===== src/rtl/branch_target_table_if.sv =====
// Load-stream and lookup signals of the branch target table, bundled for module ports.
// master drives loads and lookups; slave is the table itself.
interface branch_target_table_if #(
    parameter int ADDR_W = 5,
    parameter int TGT_W  = 10,
    parameter int DEPTH  = 14
);
    localparam int CNT_W = $clog2(DEPTH + 1);

    logic              LoadStart;
    logic              LoadValid;
    logic [TGT_W-1:0]  LoadData;
    logic              LoadEnd;
    logic              LoadReady;
    logic              LoadDone;
    logic [CNT_W-1:0]  Count;
    logic [ADDR_W-1:0] Addr;
    logic [TGT_W-1:0]  Target;
    logic              Miss;

    modport master (
        output LoadStart, LoadValid, LoadData, LoadEnd, Addr,
        input  LoadReady, LoadDone, Count, Target, Miss
    );

    modport slave (
        input  LoadStart, LoadValid, LoadData, LoadEnd, Addr,
        output LoadReady, LoadDone, Count, Target, Miss
    );
endinterface


===== src/rtl/branch_target_table.sv =====
// Runtime-loadable pointer -> PC target table, 1-cycle registered lookup, streaming load port.
// Optional BTT_MISS_FLAG_EN adds per-entry valid bits and a real Miss flag; otherwise Miss is 0.
module branch_target_table #(
    parameter int ADDR_W = 5,
    parameter int TGT_W  = 10,
    parameter int BASE   = 16,
    parameter int DEPTH  = 14
) (
    input  logic                 Clk,
    input  logic                 Reset,
    branch_target_table_if.slave bus
);
    localparam int PTR_W = (DEPTH > 1) ? $clog2(DEPTH) : 1;
    localparam int CNT_W = $clog2(DEPTH + 1);
    localparam logic [ADDR_W:0] WIN_LO = (ADDR_W+1)'(BASE);
    localparam logic [ADDR_W:0] WIN_HI = (ADDR_W+1)'(BASE + DEPTH);

    typedef enum logic {IDLE, LOAD} state_t;

    state_t            state_q, state_d;
    logic [PTR_W-1:0]  ptr_q, ptr_d;
    logic [CNT_W-1:0]  count_q, count_d;
    logic [TGT_W-1:0]  mem_q [DEPTH];
    logic [TGT_W-1:0]  mem_d [DEPTH];
    logic              done_q, done_d;
    logic [TGT_W-1:0]  target_q, target_d;
    logic [PTR_W-1:0]  idx;
    logic              in_win;
    logic              hit;
`ifdef BTT_MISS_FLAG_EN
    logic [DEPTH-1:0]  valid_q, valid_d;
    logic              miss_q, miss_d;
`endif

    always_comb begin
        state_d = state_q;
        ptr_d   = ptr_q;
        count_d = count_q;
        mem_d   = mem_q;
        done_d  = 1'b0;
`ifdef BTT_MISS_FLAG_EN
        valid_d = valid_q;
`endif
        // A start pulse opens a fresh session from either state; no done pulse on restart.
        if (bus.LoadStart) begin
            state_d = LOAD;
            ptr_d   = '0;
            count_d = '0;
`ifdef BTT_MISS_FLAG_EN
            valid_d = '0;
`endif
        end else if (state_q == LOAD) begin
            if (bus.LoadValid) begin
                mem_d[ptr_q] = bus.LoadData;
`ifdef BTT_MISS_FLAG_EN
                valid_d[ptr_q] = 1'b1;
`endif
                ptr_d = ptr_q + PTR_W'(1);
                if (count_q != CNT_W'(DEPTH))
                    count_d = count_q + CNT_W'(1);
            end
            if ((bus.LoadValid && ptr_q == PTR_W'(DEPTH - 1)) || bus.LoadEnd) begin
                state_d = IDLE;
                done_d  = 1'b1;
            end
        end
    end

    // Lookup only hits in IDLE so a half-written table is never exposed.
    always_comb begin
        idx    = PTR_W'(bus.Addr - ADDR_W'(BASE));
        in_win = ({1'b0, bus.Addr} >= WIN_LO) && ({1'b0, bus.Addr} < WIN_HI);
`ifdef BTT_MISS_FLAG_EN
        hit    = in_win && (state_q == IDLE) && valid_q[idx];
        miss_d = ~hit;
`else
        hit    = in_win && (state_q == IDLE);
`endif
        target_d = hit ? mem_q[idx] : '0;
    end

    always_ff @(posedge Clk or posedge Reset) begin
        if (Reset) begin
            state_q  <= IDLE;
            ptr_q    <= '0;
            count_q  <= '0;
            done_q   <= 1'b0;
            target_q <= '0;
            for (int i = 0; i < DEPTH; i++)
                mem_q[i] <= '0;
`ifdef BTT_MISS_FLAG_EN
            valid_q  <= '0;
            miss_q   <= 1'b1;
`endif
        end else begin
            state_q  <= state_d;
            ptr_q    <= ptr_d;
            count_q  <= count_d;
            done_q   <= done_d;
            target_q <= target_d;
            mem_q    <= mem_d;
`ifdef BTT_MISS_FLAG_EN
            valid_q  <= valid_d;
            miss_q   <= miss_d;
`endif
        end
    end

    assign bus.LoadReady = (state_q == LOAD);
    assign bus.LoadDone  = done_q;
    assign bus.Count     = count_q;
    assign bus.Target    = target_q;
`ifdef BTT_MISS_FLAG_EN
    assign bus.Miss      = miss_q;
`else
    assign bus.Miss      = 1'b0;
`endif
endmodule


===== src/flat_wrapper.sv =====
// flat-port wrapper written by rule: the top's interface ports become plain ports
module branch_target_table_flat 
#(
    parameter int ADDR_W = 5,
    parameter int TGT_W  = 10,
    parameter int BASE   = 16,
    parameter int DEPTH  = 14
)
  (Clk, Reset, bus_LoadStart, bus_LoadValid, bus_LoadData, bus_LoadEnd, bus_Addr, bus_LoadReady, bus_LoadDone, bus_Count, bus_Target, bus_Miss);
  branch_target_table_if #(.ADDR_W(ADDR_W), .TGT_W(TGT_W), .DEPTH(DEPTH)) bus_i ();
  input  logic Clk;
  input  logic Reset;
  input wire logic [$bits(bus_i.LoadStart)-1:0] bus_LoadStart;
  input wire logic [$bits(bus_i.LoadValid)-1:0] bus_LoadValid;
  input wire logic [$bits(bus_i.LoadData)-1:0] bus_LoadData;
  input wire logic [$bits(bus_i.LoadEnd)-1:0] bus_LoadEnd;
  input wire logic [$bits(bus_i.Addr)-1:0] bus_Addr;
  output wire logic [$bits(bus_i.LoadReady)-1:0] bus_LoadReady;
  output wire logic [$bits(bus_i.LoadDone)-1:0] bus_LoadDone;
  output wire logic [$bits(bus_i.Count)-1:0] bus_Count;
  output wire logic [$bits(bus_i.Target)-1:0] bus_Target;
  output wire logic [$bits(bus_i.Miss)-1:0] bus_Miss;
  assign bus_i.LoadStart = bus_LoadStart;
  assign bus_i.LoadValid = bus_LoadValid;
  assign bus_i.LoadData = bus_LoadData;
  assign bus_i.LoadEnd = bus_LoadEnd;
  assign bus_i.Addr = bus_Addr;
  assign bus_LoadReady = bus_i.LoadReady;
  assign bus_LoadDone = bus_i.LoadDone;
  assign bus_Count = bus_i.Count;
  assign bus_Target = bus_i.Target;
  assign bus_Miss = bus_i.Miss;
  branch_target_table #(.ADDR_W(ADDR_W), .TGT_W(TGT_W), .BASE(BASE), .DEPTH(DEPTH)) u_core (.Clk(Clk), .Reset(Reset), .bus(bus_i));
endmodule

===== config.mk =====
export PLATFORM = sky130hd
export DESIGN_NAME = branch_target_table_flat
export DESIGN_NICKNAME = d
export VERILOG_FILES = /design/src/rtl/branch_target_table_if.sv /design/src/rtl/branch_target_table.sv /design/src/flat_wrapper.sv
export SDC_FILE = /design/constraint.sdc
export NUM_CORES = 1
export LEC_CHECK = 0
export ABC_CLOCK_PERIOD_IN_PS = 7400
export CAP_MARGIN = 20
export CORE_MARGIN = 4
export CORE_UTILIZATION = 30
export DETAILED_ROUTE_END_ITERATION = 8
export SLEW_MARGIN = 15
export SYNTH_ARGS = -nofsm -noshare
export SYNTH_HDL_FRONTEND = slang
export SYNTH_SLANG_ARGS = --single-unit

===== constraint.sdc =====
create_clock -name Clk -period 7.4 [get_ports Clk]
set_input_delay 1.48 -clock Clk [delete_from_list [all_inputs] [get_ports Clk]]
set_output_delay 1.48 -clock Clk [all_outputs]
set_load 0.01 [all_outputs]

Word level (Yosys, flattened, before mapping)
Index checks and enable logic that the tools add are counted.
{"block": "totals", "register_bits": 160, "input_bits": 20, "word_cells": 64}
{"block": "classes", "add_sub_neg": 3, "magnitude_cmp": 5, "n_eq_ne": 2, "n_mux": 20, "bitwise_logic": 4, "reduce_logical": 11}
{"operator": "140-bit bitwise mux", "n": 1}
{"operator": "10-bit binary-select mux with 4-bit select", "n": 1}
{"operator": "10-bit demux with 4-bit select", "n": 1}
{"operator": "10-bit 2-to-1 mux", "n": 4}
{"operator": "4-bit 2-to-1 mux", "n": 7}
{"operator": "5-bit >= comparator, second input constant", "n": 3}
{"operator": "4-bit NOT with 5-bit output", "n": 2}
{"operator": "4-bit by 1-bit adder with 4-bit output, second input constant", "n": 2}
{"operator": "1-bit 2-to-1 mux", "n": 6}
{"operator": "3-bit AND reduction", "n": 2}
{"operator": "2-bit nonzero test", "n": 3}
{"operator": "5-bit by 1-bit less-than comparator with 1-bit output, second input constant", "n": 1}
{"operator": "5-bit less-than comparator, second input constant", "n": 1}
{"operator": "4-bit equality test, second input constant", "n": 1}
{"operator": "1-bit logical AND", "n": 4}
{"operator": "4-bit != test, second input constant", "n": 1}
{"operator": "4-bit by 1-bit subtractor with 4-bit output, second input constant", "n": 1}
{"operator": "1-bit NOT", "n": 2}
{"operator": "2-bit AND reduction", "n": 1}
{"operator": "1-bit logical OR", "n": 1}

Logic depth before layout (Yosys ltp)
Gate-level depths: netlist of the first run.
{"block": "logic_depth", "word_depth": 6, "ltp_mapped": 8, "mapped_depth_nobuf": 6}

Worst setup path after synthesis of the first run
No wires, ideal clock.
{"block": "synth_path", "kind": "input port to flip-flop", "from": "input port bus_LoadStart", "to": "register u_core.mem_q[30] (netlist name)", "setup_time_ns": 0.125, "arrival_time_ns": 2.684, "t_required_ns": 7.275, "path_slack_ns": 4.591, "path_stages": 6, "path_cell_list": "buf_4 nor2b_2 buf_4 nand3_1 nor2_4 mux2_2"}
{"block": "synth_between", "elab_chain_cells": 2}
{"item": "from (decl)", "line_no": "flat_wrapper.sv:13", "rtl": "input wire logic [$bits(bus_i.LoadStart)-1:0] bus_LoadStart;"}
{"item": "1-bit NOT (no line)"}
{"item": "3-bit AND reduction (no line)"}
{"item": "to (signal assigned)", "line_no": "branch_target_table.sv:101", "rtl": "mem_q <= mem_d;"}
{"item": "to (decl)", "line_no": "branch_target_table.sv:23", "rtl": "logic [TGT_W-1:0] mem_q [DEPTH];"}
Every way passes these cells.
A chain may end at the register's enable or synchronous reset.

Worst setup path after layout of the first run
{"block": "layout_path", "from": "input port bus_LoadStart", "to": "register u_core.mem_q[41] (netlist name)"}
The elaborated chain is that of the path after synthesis.

==> impl_metrics.json, run 1 <==
{
  "status": "completed",
  "ys_ff_latch": 160,
  "utilization_pct": 35.6,
  "synth_top_family_by_area": "multiplexers",
  "synth_area_leaders": "dfrtp_1 (54%), mux2_2 (21%), mux2i_1 (5.4%), mux4_1 (2.1%), mux4_2 (1.8%)",
  "ir_drop_mv": 0.118,
  "synth_nets": 548,
  "cap_violations": 0,
  "wire_per_inst_um": 19.4,
  "cellPowerDensity_nw_per_um2": 240,
  "die-area_um2": 27400,
  "yosysWarningCount": 0,
  "endpoint_kind": "flip-flop",
  "async_flop_share_pct": 100,
  "synth_compound_area_share_pct": 3.69,
  "synth-xor-area-share_pct": 0.707,
  "crit_slowest_cell": "clkdlybuf4s50_1",
  "slew_viol_final": 0,
  "cts_buffer_depth": 2,
  "max_slew_margin_pct": 47.1,
  "post_cts_resized": 0,
  "yosysTopAreaCell": "dfrtp_1",
  "fin_skew_ns": 0.0123,
  "holdWs_ns": 0.490,
  "hold_path_class": "reg -> reg",
  "power_mw": 2.08,
  "vias": 4414,
  "dpl.hpwl_um": 11200,
  "r2r_start": "u_core.bus.LoadReady",
  "synthDistinctLibCells": 43,
  "antenna_cells": 0,
  "portBuffers": 35,
  "fmax_ghz": 0.295,
  "clkTransAtPathRegs_ns": 0.06,
  "syn_area_um2": 7430,
  "synthSimpleGateAreaFrac_pct": 6.78,
  "rr_worst_depth": 4,
  "leakage_nw": 3.96,
  "holdPathStages": 1,
  "drt_iter0_drc": 240,
  "dr.pass1.iters": 4,
  "r2r_end": "u_core.mem_q[41]",
  "cts_num_sinks": 160,
  "worst-r2r-setup-slack_ns": 5.23,
  "ctsHoldBuffers": 0,
  "remaining_drc_errors": 0,
  "drive_gt1_share_pct": 35.2,
  "crit_fanout": 10,
  "insertion_delay_ns": 0.42,
  "post_cts_buffers": 0,
  "ys_seq_area_share_pct": 53.9,
  "cts_tree": "built",
  "grt_pass1_vias": 4763,
  "syn-mean-instance-area_um2": 14.2,
  "synth_flop_cell": "dfrtp_1",
  "synth_edf_count": 0,
  "antenna_found_initial": 0,
  "finalWirelength_um": 17100,
  "root_buffer": "clkbuf_16",
  "core-area_um2": 24300,
  "die_x_um": 165,
  "viasPerCell": 5.00,
  "cts_buffers": 17,
  "initial_utilization_pct": 30.6,
  "grt_first_pass_wirelength_um": 27300,
  "final_net_count": 575,
  "hold_path.startpoint": "u_core.mem_q[2]",
  "gp_congestion": 0.764,
  "grt_max_degree": 84,
  "synth_mux_area_share_pct": 31.1,
  "critPathLaunchType": "input port",
  "syn_inst": 522,
  "setup_viol": 0,
  "timing.final.crit_share_pct": 45.8,
  "ios": 37,
  "hold_viol": 0,
  "gr-total-overflow": 0,
  "syn2layout_area_growth_pct": 16.5,
  "rows": 57,
  "worstHoldEndpoint": "u_core.mem_q[2]",
  "ant_nets": 0,
  "grt_usage_pct": 13.1,
  "synth_top_area_share_pct": 53.9,
  "cpPeakStageDelay_ns": 0.60,
  "critPathKind": "in -> reg",
  "synth_adder_area_share_pct": 1.01,
  "min_period_ns": 3.39,
  "setup-tns-final_ns": 0,
  "chipHeight_um": 165,
  "path_cells": "clkdlybuf4s50_1 > nor2b_2 > nand3_2 > nor2_4 > mux2_2",
  "cp.arrival_ns": 3.69,
  "tightest_slew_ns": 0.791,
  "grt_setup_unrepaired": "no",
  "cp.required_ns": 7.70,
  "h-tree-depth": 4
}
## power by group
part | switching [mW] | total, mW | internal (mW)
combinational | 0.0973 | 0.194 | 0.0970
sequential | 0.0301 | 0.965 | 0.934
clock | 0.328 | 0.924 | 0.596
## per-stage QoR
step	setup slack (ns)	area (um2)	instances
final	4.01	8660	883
after global routing	3.87	8660	883
after CTS	3.98	8640	882
after detailed placement	3.56	8020	853
after global placement	3.65	8020	853
after floorplan	1.60	7430	522
## layer usage
layer	part of all wire (%)	vias up	GRT usage (%)
met3	3.9	18	3.00
met1	46	2347	18.1
met4	1.6	0	3.86
met5	0	-	0
met2	48	76	20.7
li1	-	1973	-
## synthesized netlist by cell type (4+ instances only)
master    instances
dfrtp_1         160
mux2_2          138
mux2i_1          40
nor2_1           17
clkbuf_1         15
nor3_1           11
nand3_1          10
nor2_4           10
nand2_1           8
buf_2             7
o22ai_1           7
buf_4             6
ha_1              6
mux2_1            6
mux4_1            6
mux4_2            6
nand2b_1          6
a41oi_1           5
inv_1             4
nand4_2           4
nor4_1            4
o21a_1            4
o22a_1            4
xor2_1            4
## worst max-delay path by stage
stage,start,to,slack (ns),cells after the start
2_1_floorplan,Reset,u_core.bus.Count[0],1.60,1
3_3_place_gp,bus_LoadStart,u_core.mem_q[1],3.65,5
3_5_place_dp,bus_LoadStart,u_core.mem_q[8],3.56,5
4_1_cts,bus_LoadStart,u_core.mem_q[8],3.98,5
5_1_grt,bus_LoadStart,u_core.mem_q[4],3.87,5
6_report,bus_LoadStart,u_core.mem_q[41],4.01,5
## registers in the layout, summed over array words and instances (netlist names)
signal                cells
u_core.mem_q            140
u_core.bus.Target        10
u_core.bus.Count          4
u_core.ptr_q              4
u_core.bus.LoadDone       1
u_core.bus.LoadReady      1
## area by class of cell
| cell class | instances | area (um2) |
|---|---|---|
| inverter | 4 | 20.0 |
| fill | 2305 | 15700 |
| tap | 324 | 405 |
| sequential | 160 | 4000 |
| multi-input combinational | 326 | 3220 |
| clock buffer | 24 | 492 |
| clock inverter | 5 | 128 |
| timing repair buffer | 40 | 390 |
## layout by cell type (no fill, tap or decap), drive strengths merged, types with 4 or more instances in the layout
cell type,n
nand3,12
a41oi,5
nand2b,6
dfrtp,160
mux2i,40
o21a,4
ha,6
nand4,5
clkdlybuf4s50,33
nor4,4
nor2,27
bufinv,4
xor2,4
nand2,8
nor2b,4
o22a,4
nor3,11
mux2,144
mux4,12
o22ai,7
clkbuf,24
inv,4
buf,7
## worst max-delay path: cells and delay by family
family	cells	cell delay (ns)
mux	1	0.39
simple gates	3	1.20
buf+inv	1	0.60
## kinds of logic (layout without fill, tap and decap cells)
kind of cell	Yosys count	count (layout)
muxes	196	196
DFF	160	160
and+or+nand+nor	81	81
AOI/OAI and AO/OA	36	36
buffers and inverters	36	73
adders and majority gates	6	6
xor gates and xnor gates	6	6
other	1	1
Note: power is estimated with default switching activity, not from simulation.
==> run 2, diff against run 1 <==
--- a/config.mk
+++ b/config.mk
@@ -5,7 +5,7 @@
 export SDC_FILE = /design/constraint.sdc
 export NUM_CORES = 1
 export LEC_CHECK = 0
-export ABC_CLOCK_PERIOD_IN_PS = 7400
+export ABC_CLOCK_PERIOD_IN_PS = 3400
 export CAP_MARGIN = 20
 export CORE_MARGIN = 4
 export CORE_UTILIZATION = 30
==> constraint.sdc (replaced) <==
create_clock -name Clk -period 3.4 [get_ports Clk]
set_input_delay 0.68 -clock Clk [delete_from_list [all_inputs] [get_ports Clk]]
set_output_delay 0.68 -clock Clk [all_outputs]
set_load 0.01 [all_outputs]
==> impl_metrics.json, run 2 (synthesis results as in run 1) <==
{
  "status": "completed",
  "dr_wl_met3_um": 747,
  "remaining_drc_errors": 0,
  "viasPerCell": 4.92,
  "fmax_ghz": 0.399,
  "wl_met1_um": 7880,
  "critPathKind": "in -> reg",
  "holdPathStages": 1,
  "post_dp_cell_area_um2": 8070,
  "grt_usage_pct": 13.5,
  "largest_reg_flops": 140,
  "drive_gt1_share_pct": 36.6,
  "regMostFlops": "u_core.mem_q",
  "ant_nets": 0,
  "chipHeight_um": 165,
  "cp_common_cell": "nor3_1",
  "initial_utilization_pct": 30.6,
  "hold_viol": 0,
  "syn2layout_area_growth_pct": 18.0,
  "wire_per_inst_um": 19.5,
  "portBuffers": 35,
  "setup_viol": 0,
  "critPathLaunchType": "input port",
  "cp.required_ns": 3.69,
  "max_slew_margin_pct": 39.4,
  "slew_viol_final": 0,
  "leakage_nw": 4.02,
  "min_period_ns": 2.50,
  "endpoint_kind": "flip-flop",
  "post_cts_resized": 0,
  "dpl.hpwl_um": 11500,
  "hold_path_class": "reg -> reg",
  "cts_buffer_depth": 2,
  "timing.final.crit_share_pct": 73.7,
  "cap_violations": 0,
  "clkTransAtPathRegs_ns": 0.06,
  "worst-r2r-setup-slack_ns": 1.29,
  "gp_congestion": 0.753,
  "cp.arrival_ns": 2.80,
  "worstHoldEndpoint": "u_core.mem_q[82]",
  "ios": 37,
  "fin_skew_ns": 0.0101,
  "post_cts_buffers": 0,
  "crit_slowest_cell": "nor3_1",
  "rr_worst_depth": 4,
  "tightest_slew_ns": 0.902,
  "antenna_found_initial": 0,
  "r2r_start": "u_core.bus.LoadReady",
  "antenna_cells": 0,
  "rows": 57,
  "grt_max_degree": 161,
  "cts_num_sinks": 160,
  "grt_pass1_vias": 4836,
  "cts_tree": "built",
  "hold_path.startpoint": "u_core.mem_q[82]",
  "path_cells": "clkdlybuf4s50_1 > nor3_1 > a21bo_2 > a311oi_1 > nor3_1",
  "die-area_um2": 27400,
  "cellPowerDensity_nw_per_um2": 543,
  "vias": 4383,
  "core-area_um2": 24300,
  "setup-tns-final_ns": 0,
  "grt_setup_unrepaired": "no",
  "ir_drop_mv": 0.290,
  "ctsHoldBuffers": 0,
  "crit_fanout": 9,
  "grt_first_pass_wirelength_um": 27800,
  "dr.pass1.iters": 4,
  "root_buffer": "clkbuf_16",
  "h-tree-depth": 4,
  "r2r_end": "u_core.mem_q[5]",
  "cts_buffers": 17,
  "final_cell_area_um2": 8770,
  "drt_iter0_drc": 260,
  "power_mw": 4.76,
  "die_x_um": 165,
  "finalWirelength_um": 17400,
  "final_cell_mix": "dfrtp_1 (160), mux2_2 (138), mux2i_1 (40)",
  "gr-total-overflow": 0,
  "route.met2.wl_um": 8480,
  "final_net_count": 579,
  "cpPeakStageDelay_ns": 0.84,
  "layout_commonest_cell": "dfrtp_1",
  "insertion_delay_ns": 0.43,
  "top_layer_used": "met4",
  "holdWs_ns": 0.478
}
==> run 2: cell count changes in the layout (fill, tap and decap cells not counted) <==
cell	delta
bufinv_16	+3
clkbuf_1	-3
clkinv_4	+3
clkinv_2	+2
inv_6	-1
clkinvlp_4	+2
buf_4	+4
clkbuf_8	-3
==> run 2: worst max path at each step <==
stage | startpoint | end | slack, ns | depth (start not counted)
after floorplan | Reset | u_core.bus.Count[0] | 0.69 | 1
after global placement | bus_Addr[1] | u_core.bus.Target[9] | 0.43 | 5
after detailed placement | bus_Addr[1] | u_core.bus.Target[9] | 0.42 | 5
after CTS | bus_Addr[1] | u_core.bus.Target[9] | 0.87 | 5
after global routing | bus_Addr[1] | u_core.bus.Target[0] | 0.80 | 5
final | bus_Addr[1] | u_core.bus.Target[9] | 0.90 | 5
==> run 2: layout make-up <==
cell class / count / area (um2)
fillers: 2275 / 15500
flip-flops and latches: 160 / 4000
multi-input cells: 326 / 3220
clock buffers: 18 / 439
repair buffers: 44 / 420
well taps: 324 / 405
clock inverters: 14 / 262
inverters: 4 / 18.8
==> run 2: routing by layer <==
| metal | up-vias | GRT usage [%] |
|---|---|---|
| met3 | 23 | 3.52 |
| met2 | 79 | 22.0 |
| met4 | 0 | 4.16 |
| li1 | 1981 | - |
| met1 | 2300 | 17.7 |
| met5 | - | 0 |
==> run 2: where the power goes <==
group          leakage [nW]  internal (mW)  switching [mW]  total [mW]
logic                  1.50          0.213           0.210       0.423
registers              2.18           2.03          0.0642        2.10
clock network         0.336           1.47           0.774        2.24
==> run 2: worst max-delay path: cells and delay by family <==
family                 cells  cell delay [ns]
AOI/OAI and AO/OA          2             0.31
and+or+nand+nor            2             1.15
buffers and inverters      1             0.65
==> run 2: through the flow <==
stage | setup slack [ns] | util, % | instances
6_report | 0.895 | 36.1 | 890
5_1_grt | 0.798 | 36.1 | 890
4_1_cts | 0.866 | 36.1 | 890
3_5_place_dp | 0.424 | 33.2 | 858
3_3_place_gp | 0.427 | 33.2 | 858
2_1_floorplan | 0.691 | - | 522
==> run 3, diff against run 2 <==
--- a/config.mk
+++ b/config.mk
@@ -5,7 +5,7 @@
 export SDC_FILE = /design/constraint.sdc
 export NUM_CORES = 1
 export LEC_CHECK = 0
-export ABC_CLOCK_PERIOD_IN_PS = 3400
+export ABC_CLOCK_PERIOD_IN_PS = 2340
 export CAP_MARGIN = 20
 export CORE_MARGIN = 4
 export CORE_UTILIZATION = 30
==> constraint.sdc (replaced) <==
create_clock -name Clk -period 2.34 [get_ports Clk]
set_input_delay 0.468 -clock Clk [delete_from_list [all_inputs] [get_ports Clk]]
set_output_delay 0.468 -clock Clk [all_outputs]
set_load 0.01 [all_outputs]
==> impl_metrics.json, run 3 (synthesis results as in run 1) <==
{
  "cellPowerDensity_nw_per_um2": 716,
  "viasPerCell": 4.86,
  "hold_path.startpoint": "u_core.mem_q[82]",
  "worst_slack_ns": 0.436,
  "root_buffer": "clkbuf_16",
  "cts_tree": "built",
  "cap_violations": 0,
  "worst-r2r-setup-slack_ns": 0.45,
  "cts_buffer_depth": 2,
  "status": "completed",
  "antenna_found_initial": 0,
  "dpl_worst_slack_ns": -0.00619,
  "cp_num_buf_inv": 1,
  "cp.depth": 1,
  "h-tree-depth": 4,
  "rows": 57,
  "vias": 4473,
  "dpl.hpwl_um": 12000,
  "tightest_slew_ns": 0.613,
  "slew_viol_final": 0,
  "remaining_drc_errors": 0,
  "holdPathStages": 1,
  "min_period_ns": 1.90,
  "core-area_um2": 24300,
  "largest_reg_flops": 140,
  "drive_gt1_share_pct": 39.8,
  "cpPeakStageDelay_ns": 0.57,
  "drt_iter0_drc": 176,
  "fmax_ghz": 0.525,
  "ios": 37,
  "critPathKind": "reg -> out",
  "antenna_cells": 0,
  "gp_congestion": 0.781,
  "dr.pass1.iters": 4,
  "gr-total-overflow": 0,
  "syn2layout_area_growth_pct": 20.8,
  "hold_viol": 0,
  "power_mw": 6.43,
  "fin_cells": 920,
  "final_net_count": 609,
  "crit_slowest_cell": "clkdlybuf4s50_1",
  "fin_skew_ns": 0.0134,
  "grt_max_degree": 97,
  "dp.cells": 888,
  "cts_num_sinks": 160,
  "grt_setup_unrepaired": "no",
  "cp.arrival_ns": 1.44,
  "layout_commonest_cell": "dfrtp_1",
  "worstHoldEndpoint": "u_core.mem_q[82]",
  "clkTransAtPathRegs_ns": 0.07,
  "rr_worst_depth": 5,
  "leakage_nw": 4.14,
  "insertion_delay_ns": 0.43,
  "regMostFlops": "u_core.mem_q",
  "grt_first_pass_wirelength_um": 27900,
  "ant_nets": 0,
  "path_cells": "clkdlybuf4s50_1",
  "cts_buffers": 17,
  "crit_fanout": 5,
  "chipHeight_um": 165,
  "portBuffers": 35,
  "die-area_um2": 27400,
  "wire_per_inst_um": 18.8,
  "final_cell_mix": "dfrtp_1 (160), mux2_2 (138), mux2i_1 (40)",
  "die_x_um": 165,
  "initial_utilization_pct": 30.6,
  "r2r_start": "u_core.bus.LoadReady",
  "setup_viol": 0,
  "grt_usage_pct": 13.4,
  "r2r_end": "u_core.mem_q[34]",
  "crit_family": "buffers and inverters",
  "max_slew_margin_pct": 59.0,
  "timing.final.crit_share_pct": 81.4,
  "cp.required_ns": 1.87,
  "ctsHoldBuffers": 0,
  "endpoint_kind": "output pin",
  "hold_path_class": "reg -> reg",
  "finalWirelength_um": 17300,
  "setup-tns-final_ns": 0,
  "ir_drop_mv": 0.444,
  "post_cts_resized": 0,
  "post_cts_buffers": 0,
  "critPathLaunchType": "flip-flop",
  "grt_pass1_vias": 4900
}
[run 3: worst max path at each step]
stage | start | slack (ns) | endpoint
final | u_core.bus.LoadReady | 0.44 | bus_LoadReady
after global routing | u_core.bus.LoadReady | 0.33 | u_core.mem_q[38]
after CTS | u_core.bus.LoadReady | 0.38 | bus_LoadReady
after detailed placement | bus_LoadStart | -0.006 | u_core.mem_q[34]
after global placement | bus_LoadStart | 0.05 | u_core.mem_q[21]
after floorplan | Reset | -0.16 | u_core.bus.Count[0]
[run 3: final cells by class]
cell class              count  area, um2
clock buffers              17        425
flip-flops and latches    160       4000
repair buffers             74        746
fillers                  2281      15300
multi-input cells         326       3220
inverters                   4       18.8
clock inverters            15        154
well taps                 324        405
[run 3: worst register-to-register path: stages (launching register included)]
cell and delay [ns]:
dfrtp_1 0.44, nor2b_2 0.22, buf_12 0.14, nand3_1 0.19, nor2_4 0.38, mux2_2 0.39
[run 3: power by group]
part	internal [mW]	leakage, nW	switching (mW)	total (mW)
sequential	2.95	2.18	0.0976	3.05
clock	1.43	0.286	1.29	2.72
combinational	0.342	1.67	0.315	0.656
total	4.72	4.14	1.70	6.43
[run 3: per-stage QoR]
step	util, %	hold WS, ns	cell area, um2
global placement	34.5	0.461	8400
finish	36.9	0.484	8980
global route	36.9	0.504	8980
CTS	36.9	0.486	8980
detailed placement	34.5	0.471	8400
floorplan	-	0.449	7440
[run 3: routing by layer]
layer / part of all wire [%] / GRT usage [%] / wire length, um / up-vias
met5: 0 / 0 / 0 / -
li1: - / - / - / 2037
met4: 1.2 / 3.04 / 207 / 0
met2: 51 / 22.8 / 8770 / 45
met3: 2.3 / 3.05 / 397 / 18
met1: 46 / 17.4 / 7950 / 2373
